### src/rtl/fp_pkg.sv
// fp_pkg: shared widths and normalizer state type for the FP adder datapath.
package fp_pkg;
    localparam int SIG_BITS = 23;
    localparam int EXP_BITS = 8;
    localparam int SUM_W    = SIG_BITS + 6;
    localparam int MAG_W    = SIG_BITS + 5;
    typedef enum logic [1:0] {IDLE, NORM, DONE} state_t;
endpackage

### src/rtl/abs_recover.sv
// abs_recover: splits a two's-complement sum into sign and magnitude (low bits only).
module abs_recover
    import fp_pkg::*;
#(
    parameter int SUM_W_P = SUM_W
) (
    input  logic [SUM_W_P-1:0] sum,
    output logic               neg,
    output logic [SUM_W_P-2:0] mag
);
    // low bits of the full negation equal the negation of the low bits
    assign neg = sum[SUM_W_P-1];
    assign mag = neg ? (~sum[SUM_W_P-2:0] + 1'b1) : sum[SUM_W_P-2:0];
endmodule

### src/rtl/sum_normalizer.sv
// sum_normalizer: converts the signed significand sum to sign-magnitude and
// normalizes it one bit per cycle, adjusting the exponent.
module sum_normalizer
    import fp_pkg::*;
#(
    parameter int SIG_BITS = fp_pkg::SIG_BITS,
    parameter int EXP_BITS = fp_pkg::EXP_BITS
) (
    input  logic                clk,
    input  logic                rst,
    input  logic                in_valid,
    output logic                in_ready,
    input  logic [SIG_BITS+5:0] sum_in,
    input  logic [EXP_BITS-1:0] exp_in,
    output logic                out_valid,
    input  logic                out_ready,
    output logic                sign_out,
    output logic [SIG_BITS+3:0] mag_out,
    output logic [EXP_BITS-1:0] exp_out,
    output logic                zero,
    output logic                overflow,
    output logic                underflow
);
    localparam int SW = SIG_BITS + 6;
    localparam int MW = SIG_BITS + 5;
    localparam logic [EXP_BITS-1:0] EXP_MAX = '1;
    localparam logic [EXP_BITS-1:0] EXP_ONE = EXP_BITS'(1);

    state_t state, state_n;
    logic [MW-1:0] mag_r, mag_n, abs_mag;
    logic [EXP_BITS-1:0] exp_r, exp_n;
    logic sign_r, sign_n, neg, fin, zero_n, ovf_n, unf_n;

    abs_recover #(.SUM_W_P(SW)) u_abs (
        .sum (sum_in),
        .neg (neg),
        .mag (abs_mag)
    );

    assign in_ready = (state == IDLE);

    always_comb begin
        state_n = state;
        sign_n  = sign_r;
        mag_n   = mag_r;
        exp_n   = exp_r;
        fin     = 1'b0;
        zero_n  = 1'b0;
        ovf_n   = 1'b0;
        unf_n   = 1'b0;
        case (state)
            IDLE: if (in_valid) begin
                sign_n  = neg;
                mag_n   = abs_mag;
                exp_n   = exp_in;
                state_n = NORM;
            end
            NORM: begin
                if (mag_r == '0) begin
                    sign_n = 1'b0;
                    exp_n  = '0;
                    zero_n = 1'b1;
                    fin    = 1'b1;
                end else if (exp_r == EXP_MAX) begin
                    ovf_n = 1'b1;
                    fin   = 1'b1;
                end else if (mag_r[MW-1]) begin
                    // right shift folds the dropped bit into sticky
                    mag_n = {1'b0, mag_r[MW-1:2], mag_r[1] | mag_r[0]};
                    exp_n = exp_r + 1'b1;
                    ovf_n = (exp_n == EXP_MAX);
                    fin   = ovf_n;
                end else if (mag_r[MW-2]) begin
                    fin = 1'b1;
                end else if (exp_r > EXP_ONE) begin
                    mag_n = mag_r << 1;
                    exp_n = exp_r - 1'b1;
                end else begin
                    exp_n = '0;
                    unf_n = 1'b1;
                    fin   = 1'b1;
                end
                state_n = fin ? DONE : NORM;
            end
            DONE: state_n = out_ready ? IDLE : DONE;
            default: state_n = IDLE;
        endcase
    end

    always_ff @(posedge clk or posedge rst) begin
        if (rst) begin
            state     <= IDLE;
            sign_r    <= 1'b0;
            mag_r     <= '0;
            exp_r     <= '0;
            out_valid <= 1'b0;
            sign_out  <= 1'b0;
            mag_out   <= '0;
            exp_out   <= '0;
            zero      <= 1'b0;
            overflow  <= 1'b0;
            underflow <= 1'b0;
        end else begin
            state     <= state_n;
            sign_r    <= sign_n;
            mag_r     <= mag_n;
            exp_r     <= exp_n;
            out_valid <= (state_n == DONE);
            if (fin) begin
                sign_out  <= sign_n;
                mag_out   <= mag_n[MW-2:0];
                exp_out   <= exp_n;
                zero      <= zero_n;
                overflow  <= ovf_n;
                underflow <= unf_n;
            end
        end
    end
endmodule

### config.mk
export PLATFORM = sky130hd
export DESIGN_NAME = sum_normalizer
export DESIGN_NICKNAME = d
export VERILOG_FILES = /design/src/rtl/fp_pkg.sv /design/src/rtl/abs_recover.sv /design/src/rtl/sum_normalizer.sv
export SDC_FILE = /design/constraint.sdc
export NUM_CORES = 1
export LEC_CHECK = 0
export ABC_CLOCK_PERIOD_IN_PS = 3300
export BUFFER_PORTS_ARGS = -buffer_cell sky130_fd_sc_hd__buf_2
export CORE_ASPECT_RATIO = 0.9
export CORE_MARGIN = 2
export CORE_UTILIZATION = 28
export CTS_BUF_LIST = sky130_fd_sc_hd__clkbuf_8 sky130_fd_sc_hd__clkbuf_16
export DETAILED_ROUTE_END_ITERATION = 7
export PLACE_DENSITY = 0.43
export SLEW_MARGIN = 20
export SYNTH_ARGS = -nofsm -noshare
export SYNTH_HDL_FRONTEND = slang
export SYNTH_SLANG_ARGS = --single-unit
### constraint.sdc
create_clock -name clk -period 3.3 [get_ports clk]
set_input_delay 0.33 -clock clk [delete_from_list [all_inputs] [get_ports clk]]
set_output_delay 0.33 -clock clk [all_outputs]
set_load 0.03 [all_outputs]
==> reports/metrics.yaml, run 1 <==
yosys:
  syn_nets: 600
  netlist-cell-type-count: 64
  synth_ff_type: "dfrtp_1"
  syn_area_per_cell_um2: 9.32
  synth_edf_count: 0
  synth_async_sr_flop_share: 1.00
  yosysSeqAreaShare: 0.383
  postSynthCellCount: 554
  synth-seq-cells: 79
  netlist_area_um2: 5160
  ys_warn_count: 0
routing:
  drc_errors: 0
  drt_iter0_drc: 389
  first_pass_iters: 5
  drt-wirelength-per-cell_um: 19.9
  antenna_left: 0
  vias: 4815
  wirelength_mm: 17.6
  via_per_inst: 5.45
grt:
  top_usage_layer: "met1"
  grt_overflow: 0
  met3_usage: 0.0407
  grt_pass1_vias: 4788
  met2_usage: 0.268
  grt_pass1_wl_mm: 27.9
  grt_usage: 0.184
  antenna_found_initial: 0
  grtUsageMet1: 0.273
  grt_max_degree: 32
clock_network:
  cts-root-buf: "clkbuf_16"
  cts_sinks: 79
  post_cts_buffers: 0
  clk_path_buf_depth: 2
  h-tree-depth: 3
  numCtsBuffers: 9
  cts_tree: "built"
  worstSkewPairLatency_ns: 0.35
  clk_pin_slew_ns: 0.06
worst_setup_path:
  cp_slowest_stage_delay_ns: 0.56
  crit_path_max_fanout: 18
  r2r_slack_ns: 0.48
  critical_path_arrival_ns: 3.05
  worst-path-buf-inv: 0
  critical_path_class: "flop to flop"
  path_delay_family: "simple AND/OR/NAND/NOR gates"
  critical_path.startpoint_type: "flop"
  critical_path_required_ns: 3.53
  slowest_stage: "nor4_1"
  crit_chain: "nor4_1, a31oi_1, or2_2, nand2_1, o221ai_1, mux2_2"
  end_kind: "flop"
floorplan:
  ioPinCount: 82
  initial_utilization: 0.283
  core_area_um2: 18200
  dieArea_um2: 19500
  rows: 47
  die_h_um: 133
  fp.dieW_um: 147
timing:
  post-route-min-period_ns: 2.82
  hold_viol: 0
  setup_violations: 0
  max_freq_ghz: 0.355
  worstMarginPinSlew_ns: 0.710
  slew_headroom: 0.527
  fin_setup_tns_ns: 0
  maxSlewViolCount: 0
  rsz0062_at_grt: "false"
  period_share: 0.853
  fin_skew_ns: 0.00682
power:
  p_per_area_nw_per_um2: 1130
  p_leak_nw: 2.63
  irDropWorstVdd_mv: 0.325
placed_design:
  hpwl_mm: 12.7
  gp_congestion: 0.866
  dp_cells: 867
  port_buffers: 81
cells_and_area:
  antenna_cells: 0
  drive_gt1_frac: 0.258
  finalNonFillerCells: 884
  layout.nets: 680
  syn_to_final_growth_pct: 20.9
worst_hold_path:
  hold_class: "input pin to flop"
outcome:
  outcome: "completed"
flow_run:
  maxCapViolations: 0
## cell type report
class / instances / area, um2
inverters: 17 / 65.1
well taps: 245 / 307
repair buffers: 111 / 646
clock buffers: 10 / 239
clock inverters: 6 / 85.1
fillers: 1929 / 12000
multi-input cells: 416 / 2930
flip-flops and latches: 79 / 1980
## synth_stat cells (all sizes together), types with 3 or more instances
| cell type | count | area (um2) |
|---|---|---|
| a211oi | 3 | 22.5 |
| or4 | 3 | 26.3 |
| a311o | 3 | 30.0 |
| a21oi | 36 | 180 |
| xnor2 | 11 | 96.3 |
| a2bb2oi | 4 | 35.0 |
| dfrtp | 79 | 1980 |
| nor2 | 25 | 93.8 |
| a221o | 6 | 60.1 |
| nand2 | 27 | 101 |
| nor3 | 8 | 40.0 |
| o21a | 13 | 97.6 |
| o21bai | 9 | 67.6 |
| o22ai | 9 | 56.3 |
| mux2 | 28 | 315 |
| inv | 16 | 60.1 |
| o21ai | 35 | 179 |
| nor4 | 9 | 56.3 |
| nor2b | 5 | 31.3 |
| a21o | 7 | 52.6 |
| ha | 5 | 62.6 |
| o41ai | 3 | 45.1 |
| or3 | 9 | 56.3 |
| o22a | 14 | 123 |
| o31ai | 27 | 203 |
| nand4 | 4 | 25.0 |
| nand2b | 5 | 31.3 |
| a22oi | 6 | 45.0 |
| a211o | 3 | 26.3 |
| and3 | 3 | 18.8 |
| clkbuf | 26 | 97.6 |
| nand3 | 10 | 50.1 |
| or2 | 6 | 37.5 |
| xor2 | 20 | 175 |
| buf | 16 | 100 |
| mux2i | 11 | 110 |
| a31oi | 21 | 131 |
## state kept, by name (all words and copies together) (netlist names)
name / cells
exp_out: 8
exp_r: 8
mag_out: 27
mag_r: 28
out_valid: 1
overflow: 1
sign_out: 1
sign_r: 1
state: 2
underflow: 1
zero: 1
## metrics by stage
step | hold WS, ns | power (mW) | instance area (um2) | util | setup WS, ns
after floorplan | 0.444 | 4.67 | 5160 | - | 0.685
after global placement | 0.363 | 5.94 | 5910 | 0.324 | 0.469
after detailed placement | 0.371 | 5.96 | 5910 | 0.324 | 0.491
after CTS | 0.209 | 7.09 | 6240 | 0.342 | 0.483
after global routing | 0.223 | 7.59 | 6240 | 0.342 | 0.280
final | 0.214 | 7.07 | 6240 | 0.342 | 0.484
## cells in the final DEF (no fill, tap or decap), drive strengths merged, types with 6 or more instances in the layout
cell / instances
buf: 110
dfrtp: 79
a21oi: 36
o21ai: 35
mux2: 28
nand2: 27
o31ai: 27
nor2: 25
a31oi: 21
xor2: 20
inv: 16
o22a: 14
o21a: 13
xnor2: 11
mux2i: 11
nand3: 10
clkbuf: 10
nor4: 9
o22ai: 9
o21bai: 9
or3: 9
nor3: 8
a21o: 7
a22oi: 6
a221o: 6
or2: 6
## power breakdown
group	switching [mW]	internal [mW]	total [mW]
Sequential	0.568	1.45	2.01
Clock	0.415	0.680	1.09
Combinational	2.38	1.59	3.97
Total	3.36	3.71	7.07
## worst min-delay path, stage by stage
cell and delay [ns]:
buf_2 0.09, nand2_1 0.05, nand2_1 0.06
## path summary, 6_finish.rpt
| path | cells past startpoint | from | to |
|---|---|---|---|
| max | 6 | exp_r[5] | mag_out[4] |
| min | 3 | exp_in[3] | exp_r[3] |
| max reg2reg | 6 | exp_r[5] | mag_out[4] |
| min reg2reg | 1 | exp_out[4] | exp_out[4] |
| max in group asynchronous | 4 | rst | exp_out[5] |
| min in group asynchronous | 3 | rst | mag_r[18] |
## logic make-up (layout without fill, tap and decap cells)
family / Yosys count / in the layout / synth area share
compound gates: 221 / 221 / 0.300
simple gates: 120 / 120 / 0.119
flops: 79 / 79 / 0.383
buf+inv: 59 / 144 / 0.0506
mux: 39 / 39 / 0.0824
xor+xnor: 31 / 31 / 0.0526
fa+ha+maj: 5 / 5 / 0.0121
## what timing repair did
action | CTS | global route
hold buffers | 1 | 0
setup endpoints to repair | 0 | 0
resized for setup | 0 | 0
hold endpoints to repair | 5 | 0
## per-layer routing
layer | up-vias | part of all wire
li1 | 2268 | -
met1 | 2352 | 0.51
met2 | 172 | 0.42
met3 | 23 | 0.058
met4 | 0 | 0.017
met5 | - | 0
Power figures use the tool's default switching activity.
==> run 2, diff against run 1 <==
--- a/config.mk
+++ b/config.mk
@@ -7,12 +7,14 @@
 export LEC_CHECK = 0
 export ABC_CLOCK_PERIOD_IN_PS = 3300
 export BUFFER_PORTS_ARGS = -buffer_cell sky130_fd_sc_hd__buf_2
+export CELL_PAD_IN_SITES_DETAIL_PLACEMENT = 0
+export CELL_PAD_IN_SITES_GLOBAL_PLACEMENT = 1
 export CORE_ASPECT_RATIO = 0.9
 export CORE_MARGIN = 2
 export CORE_UTILIZATION = 28
 export CTS_BUF_LIST = sky130_fd_sc_hd__clkbuf_8 sky130_fd_sc_hd__clkbuf_16
 export DETAILED_ROUTE_END_ITERATION = 7
-export PLACE_DENSITY = 0.43
+export PLACE_DENSITY = 0.54
 export SLEW_MARGIN = 20
 export SYNTH_ARGS = -nofsm -noshare
 export SYNTH_HDL_FRONTEND = slang
==> run 2 against run 1 <==
Via count increased by 0.25%; maximum frequency is 3.6% lower; global-route usage down 0.17 points; cell count shrank 0.45%; sequential power is essentially flat; register-to-register slack got worse by 0.11 ns; sequential share of layout area grew 0.18 points; count of clock-buffer cells in the layout is 1 higher; non-clock buffer count fell by 4; critical path type unchanged; largest cell class unchanged.
==> reports/metrics.yaml, run 2 (synthesis results as in run 1) <==
cells_and_area:
  largest_register_ffs: 28
  final_cell_mix: "buf_2 (81), dfrtp_1 (79), a21oi_1 (36), o21ai_0 (31), mux2_2 (28)"
  layout.nets: 676
  mostFrequentLayoutCell: "buf_2"
  antenna_cells: 0
  fin_area_um2: 6210
  drive_gt1_frac: 0.257
  syn_to_final_growth_pct: 20.2
  reg_top3: "mag_r x28, mag_out x27"
  regMostFlops: "mag_r"
worst_setup_path:
  critical_path.startpoint_type: "flop"
  cp_slowest_stage_delay_ns: 0.64
  cp_num_cells: 9
  r2r_cells: 9
  critical_path_arrival_ns: 3.15
  r2r-start: "exp_r[1]"
  end_kind: "flop"
  reg2reg_to: "mag_out[12]"
  worst-path-buf-inv: 2
  critical_path_required_ns: 3.53
  path_delay_family: "compound AO/OA/AOI/OAI gates"
  slowest_stage: "a311o_1"
  crit_chain: "inv_1, ha_1, or2_2, a311o_1, buf_12, o22a_1, a31oi_1, a21oi_1, mux2_2"
  r2r_slack_ns: 0.38
  critical_path_class: "flop to flop"
  crit_path_max_fanout: 17
floorplan:
  ioPinCount: 82
  fp.dieW_um: 147
  initial_utilization: 0.283
  rows: 47
  dieArea_um2: 19500
  core_area_um2: 18200
  die_h_um: 133
power:
  p_per_area_nw_per_um2: 1130
  p_leak_nw: 2.62
  irDropWorstVdd_mv: 0.379
grt:
  grt_max_degree: 49
  grt_pass1_wl_mm: 27.6
  grt_usage: 0.182
  antenna_found_initial: 0
  grt_overflow: 0
  grt_pass1_vias: 4658
timing:
  maxSlewViolCount: 0
  post-route-min-period_ns: 2.92
  slew_headroom: 0.428
  rsz0062_at_grt: "false"
  fin_setup_tns_ns: 0
  hold_viol: 0
  worstMarginPinSlew_ns: 0.858
  period_share: 0.886
  max_freq_ghz: 0.342
  setup_violations: 0
  fin_skew_ns: 0.00816
outcome:
  outcome: "completed"
clock_network:
  cts_tree: "built"
  h-tree-depth: 3
  clk_pin_slew_ns: 0.07
  cts_sinks: 79
  post_cts_buffers: 0
  numCtsBuffers: 9
  cts_resized: 0
  cts.hold.buffers_added: 0
  cts-root-buf: "clkbuf_16"
  clk_path_buf_depth: 2
  worstSkewPairLatency_ns: 0.35
flow_run:
  maxCapViolations: 0
placed_design:
  placed_cell_area_um2: 5900
  hpwl_mm: 12.8
  gp_congestion: 0.845
  port_buffers: 81
routing:
  drt-wirelength-per-cell_um: 20.1
  wirelength_mm: 17.7
  drc_errors: 0
  via_per_inst: 5.49
  vias: 4827
  antenna_left: 0
  drt_iter0_drc: 496
  first_pass_iters: 5
worst_hold_path:
  hold_class: "input pin to async pin"
[run 2: changes by cell type in the layout (fill, tap and decap cells not counted)]
cell           change
buf_12             +1
buf_4              -4
bufinv_16          -1
clkbuf_8           +1
clkinv_2           +1
dlygate4sd3_1      -1
inv_1              -1
[run 2: metrics by stage]
step / utilization / setup slack (ns) / hold slack [ns] / total power [mW] / cells
2_1_floorplan: - / 0.685 / 0.444 / 4.67 / 554
3_3_place_gp: 0.324 / 0.466 / 0.415 / 5.95 / 864
3_5_place_dp: 0.324 / 0.396 / 0.425 / 5.96 / 864
4_1_cts: 0.341 / 0.382 / 0.0521 / 7.03 / 880
5_1_grt: 0.341 / 0.190 / 0.0772 / 7.51 / 880
6_report: 0.341 / 0.378 / 0.0402 / 7.02 / 880
[run 2: layer usage]
layer,up-vias,track usage,share of wire
met2,162,0.262,0.43
met5,-,0,0
li1,2259,-,-
met1,2381,0.272,0.50
met3,25,0.0359,0.051
met4,0,0.0593,0.023
[run 2: worst max path at each step]
stage / startpoint / endpoint / slack [ns]
2_1_floorplan: exp_r[0] / exp_out[0] / 0.68
3_3_place_gp: exp_r[0] / mag_out[12] / 0.47
3_5_place_dp: exp_r[0] / mag_out[12] / 0.40
4_1_cts: exp_r[0] / mag_out[12] / 0.38
5_1_grt: exp_r[0] / mag_out[5] / 0.19
6_report: exp_r[1] / mag_out[12] / 0.38
[run 2: cell type report]
cell class	instances	area, um2
tap	245	307
clock inverter	5	56.3
sequential	79	1980
inverter	17	65.1
clock buffer	11	253
fill	1948	12000
timing repair buffer	107	626
multi-input combinational	416	2930
[run 2: worst register-to-register path: stages, from the launching register on]
cell and delay (ns):
dfrtp_1 0.49, inv_1 0.11, ha_1 0.26, or2_2 0.34
a311o_1 0.64, buf_12 0.28, o22a_1 0.17, a31oi_1 0.17
a21oi_1 0.07, mux2_2 0.28
[run 2: power breakdown]
group | internal, mW | switching [mW]
clock network | 0.626 | 0.417
logic | 1.57 | 2.38
registers | 1.44 | 0.582
